`src/rtl/clk_div_pkg.sv`:
```
// Shared clock-divider constants and helpers.
// Used by clk_div_param and the timer/display timebases.
package clk_div_pkg;

  localparam int CLK_DIV_MIN = 2;

  // High-phase length of a divide-by-d square wave: ceil(d/2).
  function automatic logic [31:0] clk_div_half(input logic [31:0] d);
    return d - (d >> 1);
  endfunction

endpackage

```
`src/rtl/clk_div_core.sv`:
```
// Counter, wrap detect, tick strobe and square output.
// sq_out is built only when CLK_DIV_SQUARE_EN is defined.
module clk_div_core
  import clk_div_pkg::*;
#(
  parameter int WIDTH = 7
) (
  input  logic             clk,
  input  logic             rst,
  input  logic             en,
  input  logic             clr,
  input  logic [WIDTH-1:0] div_cur,
`ifdef CLK_DIV_SQUARE_EN
  input  logic [WIDTH-1:0] div_nxt,
`endif
  output logic             wrap,
  output logic             tick,
  output logic             sq_out
);

  logic [WIDTH-1:0] cnt;
  logic [WIDTH-1:0] cnt_nxt;

  always_comb begin
    wrap    = en && !clr && (cnt == div_cur - WIDTH'(1));
    cnt_nxt = cnt;
    if (clr || wrap)
      cnt_nxt = '0;
    else if (en)
      cnt_nxt = cnt + WIDTH'(1);
  end

  always_ff @(posedge clk) begin
    if (rst) begin
      cnt  <= '0;
      tick <= 1'b0;
    end else begin
      cnt  <= cnt_nxt;
      tick <= wrap;
    end
  end

`ifdef CLK_DIV_SQUARE_EN
  logic [WIDTH-1:0] half;

  // Uses the divisor that will be active after this edge.
  assign half = WIDTH'(clk_div_half(32'(div_nxt)));

  always_ff @(posedge clk) begin
    if (rst)
      sq_out <= 1'b1;
    else if (clr || en)
      sq_out <= (cnt_nxt < half);
  end
`else
  assign sq_out = 1'b0;
`endif

endmodule

```
`src/rtl/clk_div_param.sv`:
```
// Runtime-loadable clock-enable divider with glitch-free divisor swap.
// Define CLK_DIV_SQUARE_EN to build the sq_out square output.
module clk_div_param
  import clk_div_pkg::*;
#(
  parameter int WIDTH       = 7,
  parameter int DEFAULT_DIV = 100
) (
  input  logic             clk,
  input  logic             rst,
  input  logic             en,
  input  logic             clr,
  input  logic             div_load,
  input  logic [WIDTH-1:0] div_value,
  output logic             tick,
  output logic             sq_out,
  output logic [WIDTH-1:0] div_active,
  output logic             div_pending,
  output logic             div_err
);

  logic [WIDTH-1:0] pend;
  logic [WIDTH-1:0] div_nxt;
  logic             valid;
  logic             apply;
  logic             wrap;

  assign valid = div_load && (div_value >= WIDTH'(CLK_DIV_MIN));
  assign apply = wrap || clr;

  // Divisors only change at cnt = 0, so a period is never cut short.
  always_comb begin
    div_nxt = div_active;
    if (apply) begin
      if (valid)
        div_nxt = div_value;
      else if (div_pending)
        div_nxt = pend;
    end
  end

  always_ff @(posedge clk) begin
    if (rst) begin
      pend        <= '0;
      div_active  <= WIDTH'(DEFAULT_DIV);
      div_pending <= 1'b0;
      div_err     <= 1'b0;
    end else begin
      div_err    <= div_load && !valid;
      div_active <= div_nxt;
      if (apply) begin
        div_pending <= 1'b0;
      end else if (valid) begin
        pend        <= div_value;
        div_pending <= 1'b1;
      end
    end
  end

  clk_div_core #(
    .WIDTH(WIDTH)
  ) u_core (
    .clk    (clk),
    .rst    (rst),
    .en     (en),
    .clr    (clr),
    .div_cur(div_active),
`ifdef CLK_DIV_SQUARE_EN
    .div_nxt(div_nxt),
`endif
    .wrap   (wrap),
    .tick   (tick),
    .sq_out (sq_out)
  );

endmodule

```
`config.mk`:
```
export PLATFORM = sky130hd
export DESIGN_NAME = clk_div_param
export DESIGN_NICKNAME = d
export VERILOG_FILES = /design/src/rtl/clk_div_pkg.sv /design/src/rtl/clk_div_core.sv /design/src/rtl/clk_div_param.sv
export SDC_FILE = /design/constraint.sdc
export NUM_CORES = 1
export LEC_CHECK = 0
export BUFFER_PORTS_ARGS = -buffer_cell sky130_fd_sc_hd__clkbuf_2
export CELL_PAD_IN_SITES_DETAIL_PLACEMENT = 0
export CELL_PAD_IN_SITES_GLOBAL_PLACEMENT = 1
export CORE_ASPECT_RATIO = 1.75
export CORE_MARGIN = 4
export CORE_UTILIZATION = 36
export DETAILED_ROUTE_END_ITERATION = 10
export MAX_ROUTING_LAYER = met4
export PLACE_DENSITY = 0.77
export SLEW_MARGIN = 5
export SYNTH_ARGS = -nofsm -noshare
export SYNTH_HDL_FRONTEND = slang
export SYNTH_SLANG_ARGS = --single-unit
```
`constraint.sdc`:
```
create_clock -name clk -period 2.05 [get_ports clk]
set_input_delay 0.41 -clock clk [delete_from_list [all_inputs] [get_ports clk]]
set_output_delay 0.41 -clock clk [all_outputs]
set_load 0.01 [all_outputs]
```
== After elaboration in Yosys (flattened, before gate mapping) ==
Index checks and enable logic that the tools add are counted.

* Register bits: 24
* Output and inout port bits: 11
* Logic and storage cells: 24

* Add/sub/neg operators: 2
* $lt $le $gt $ge: 1
* Equality and inequality tests: 1
* Muxes and demuxes: 2
* Bitwise logic cells: 1
* Reductions and logical operators: 11

{| class="wikitable"
|+ Operator list
! kind !! number
|-
| 7-bit 2-to-1 mux || 2
|-
| 7-bit by 1-bit adder with 7-bit output, second input constant || 1
|-
| 7-bit == test || 1
|-
| 7-bit by 2-bit greater-or-equal comparator with 1-bit output, second input constant || 1
|-
| 7-bit by 1-bit subtractor with 7-bit output, second input constant || 1
|-
| 1-bit logical AND || 4
|-
| 2-bit AND reduction || 2
|-
| 1-bit zero test || 2
|-
| 2-bit nonzero test || 1
|-
| 2-bit OR reduction || 1
|-
| 1-bit logical OR || 1
|-
| 1-bit inverter || 1
|}

== Depth between registers and ports, before layout ==
* Word-level depth: 6
* Gate-level depth with buffers: 9
* Gate-level depth less buffers: 8

== Hierarchy ==
From an unflattened synthesis, not the netlist that was laid out.

* Cell total of the unflattened synthesis: 143
* Area total of the unflattened synthesis: 1333.8 µm²

{| class="wikitable"
|+ By module, submodules not included
! module !! times used !! cells each !! area each (µm²) !! seq. area each (µm²)
|-
| clk_div_param || 1 || 78 || 744.5 || 320.3
|-
| clk_div_core || 1 || 65 || 589.3 || 160.2
|}

== Worst setup path after synthesis ==
Ideal clock, no wire load.

* Path type: reg2reg
* Start point: reg div_active[2]
* End point: reg pend[0]
* Library setup time: 117 ps
* Arrival time: 2141 ps
* Required time: 1933 ps
* Setup slack: -209 ps
* Stages on the path, launching flop included: 8
* Path buffers: 1
* Cells stage by stage: dfxtp_1 -> or3_1 -> or4_1 -> a31oi_1 -> o21ai_2 -> and3_4 -> clkbuf_1 -> a32o_1

* Longest elaborated chain between the ends: 6

{| class="wikitable"
|+ RTL lines
! what !! RTL line !! text
|-
| start, declared || clk_div_param.sv:17 || <nowiki>output logic [WIDTH-1:0] div_active,</nowiki>
|-
| start signal, assigned || clk_div_param.sv:45 || <nowiki>div_active <= WIDTH'(DEFAULT_DIV);</nowiki>
|-
| start signal, assigned || clk_div_param.sv:50 || <nowiki>div_active <= div_nxt;</nowiki>
|-
| 7-bit by 1-bit subtractor with 7-bit output || clk_div_core.sv:25 || <nowiki>wrap = en && !clr && (cnt == div_cur - WIDTH'(1));</nowiki>
|-
| 7-bit == test || clk_div_core.sv:25 ||
|-
| 1-bit logical AND || clk_div_core.sv:25 ||
|-
| 1-bit logical OR || clk_div_param.sv:29 || <nowiki>assign apply = wrap || clr;</nowiki>
|-
| 1-bit inverter (no source line) || - ||
|-
| 2-bit AND reduction (no source line) || - ||
|-
| end signal, assigned || clk_div_param.sv:54 || <nowiki>pend <= div_value;</nowiki>
|-
| end, declared || clk_div_param.sv:22 || <nowiki>logic [WIDTH-1:0] pend;</nowiki>
|}

Every way passes these cells.
A chain may end at the register's enable or synchronous reset.

== Worst setup path in the final report ==
* Start point: reg div_active[0]
* End point: reg pend[0]

Same word-level chain as after synthesis.

==> metrics.cfg <==
[route]
dr.pass1.iters = 4
drc_errors = 0
drt-total-wl_mm = 3.07
drt-vias-per-instance = 5.35
drt_iter0_drc = 17
wire_per_inst_um = 15.0
antenna_left = 0
vias = 1096

[floorplan]
die_h_um = 84.1
io_pins = 23
rows = 27
core_area_um2 = 3180
die_w_um = 51.5
die_area_um2 = 4330
start_util_pct = 37.5

[synthesis]
synthArstFlopShare_pct = 0
synthAdderAreaFrac_pct = 2.10
synth_top_family_by_area = compound AO/OA/AOI/OAI gates
synth_warnings = 0
synth.distinct_cells = 36
synthCells = 131
synth.area.top_cells = dfxtp_1 (40%), xnor2_1 (7.3%), a32o_1 (5.9%), nor2_1 (4.4%), xor2_1 (3.7%)
synth_fp_nets = 145
avgSynthCellArea_um2 = 9.10
synth_edf_count = 0
ys_ff_latch = 24
synth_xor_area_share_pct = 12.9
synth_mux_area_share_pct = 0.839
synth_top_area_share_pct = 40.3
seq_area_frac_synth_pct = 40.3
ys.flop_type = dfxtp_1
netlist_area_um2 = 1190
synth-compound-area-share_pct = 20.6
synth_most_common_cell = dfxtp_1
synthSimpleGateAreaFrac_pct = 18.6
ys_top_cells_by_count = dfxtp_1 (24), nor2_1 (14), xnor2_1 (10), nand2_1 (9)
yosys.area.top_type = dfxtp_1

[grt]
grt-ovfl-total = 0
grt.total_usage_pct = 15.0
grt_first_pass_wirelength_mm = 4.91
grt_max_degree = 15
grt_pass1_vias = 1101
grt_antenna_before_repair = 0

[placed_design]
dp_hpwl_mm = 2.26
gp_congestion = 0.890
pre_cts_slack_ps = -29.1
port_buffers = 21

[worst_setup_path]
crit_start = div_active[0]$_SDFFE_PP0P_
crit_fanout = 7
critical_path_class = reg2reg
startpoint_type = flop
slowest_delay_ps = 530
cp_slowest_cell = or4_4
crit_family = simple AND/OR/NAND/NOR gates
worstPathBufferInverterCount = 1
crit_required_ps = 2220
crit-reg2reg-launch = div_active[0]$_SDFFE_PP0P_
cp.arrival_ps = 2210
cp_cell_sequence = inv_2 > ha_4 > nand2b_1 > or4_4 > a31oi_4 > o21ai_4 > and3_4 > a32o_1
critPathCaptureType = flop

[min_path]
min_path_type = in2reg
hp-start = div_value[3]

[job]
cap_violations = 0

[cts]
root_buffer = clkbuf_8
clkTransAtPathRegs_ps = 90
htreeDepth = 1
numCtsBuffers = 3
cts_tree = yes
cts.sinks = 24
clock_latency_ps = 270
clockBufferDepth = 2

[sta]
fin_crit_sh_pct = 99.5
fin_setup_tns_ps = 0
rsz0062_at_grt = true
setup_violations = 0
period_needed_ps = 2040
finalHoldViolCount = 0
final_max_slew_viol_count = 0
fmax_mhz = 490
setup_ws_ps = 10.4
clock_skew_ps = 6.31

[cells_and_area]
drive_gt1_share_pct = 32.7
antennaDiodeCount = 0
finalNetCount = 177
final_util_pct = 49.3
syn2layout_area_growth_pct = 31.3

[pwr]
vdd_drop_max_mv = 0.458
power.leakage_nw = 0.612
power_per_cell_area_nw_per_um2 = 696

[outcome]
run_status = completed

-- layout by cell type, fill, tap and decap left out, types with 2 or more instances in the layout --
cell	instances
a32oi_1	3
nand2_1	9
nor2_1	14
nor2b_1	3
clkbuf_8	3
o32ai_1	4
nand3_1	2
a21oi_1	3
o21ai_0	3
a21o_1	2
buf_4	12
dfxtp_2	2
o32a_1	3
a32o_1	7
inv_1	5
xor2_1	5
inv_2	2
dfxtp_1	20
nand4_1	4
dfxtp_4	2
clkbuf_2	21
xnor2_1	10
-- metrics by stage --
stage | hold slack, ps | cell area (um^2) | power (mW) | instances
finish | 421 | 1570 | 1.09 | 205
global route | 425 | 1570 | 1.14 | 205
CTS | 414 | 1520 | 1.09 | 204
detailed placement | 456 | 1430 | 0.668 | 200
global placement | 448 | 1430 | 0.665 | 200
floorplan | 434 | 1220 | 0.609 | 131
-- logic make-up (layout without fill, tap and decap cells) --
group	after synthesis	in the layout
AOI/OAI and AO/OA	30	30
xor gates and xnor gates	16	16
adders and majority gates	2	2
buffers and inverters	13	44
DFF	24	24
muxes	1	1
other	1	1
and+or+nand+nor	44	44
-- cell type report --
| class | instances | area [um^2] |
|---|---|---|
| Clock inverter | 1 | 30.0 |
| Inverter | 7 | 26.3 |
| Clock buffer | 3 | 41.3 |
| Fill cell | 345 | 1610 |
| Tap cell | 43 | 53.8 |
| Sequential cell | 24 | 490 |
| Multi-Input combinational cell | 94 | 728 |
| Timing Repair Buffer | 33 | 195 |
-- path summary, 6_finish.rpt --
path,end,slack (ps),depth (start not counted)
max,pend[0]$_SDFFE_PP0P_,10,8
max reg2reg,pend[0]$_SDFFE_PP0P_,10,8
min,pend[3]$_SDFFE_PP0P_,420,2
min reg2reg,pend[4]$_SDFFE_PP0P_,470,1
-- flip-flops by register name (all words and copies together) (netlist names) --
signal       flops
div_err          1
u_core.cnt       7
u_core.tick      1
div_pending      1
pend             7
div_active       7
-- layer usage --
layer	wire, um	vias up	track usage, %	part of all wire [%]
met4	48	0	6.21	1.6
met5	0	-	-	0
met3	101	6	2.66	3.3
met1	1220	514	15.6	40
li1	-	536	-	-
met2	1700	40	26.8	55
-- what timing repair did --
item                                    in CTS  in global routing
setup buffers                                0                  1
pin swaps                                    3                  7
endpoints found under the setup margin      11                 16
hold endpoints to repair                     0                  0
gates resized for setup                      3                  7
hold buffers                                 0                  0
-- power by group --
group / total (mW) / internal, mW / leakage (nW) / switching (mW)
sequential: 0.500 / 0.483 / 0.197 / 0.0165
clock: 0.415 / 0.261 / 0.0357 / 0.154
combinational: 0.175 / 0.0829 / 0.379 / 0.0921
Power figures use the tool's default switching activity.
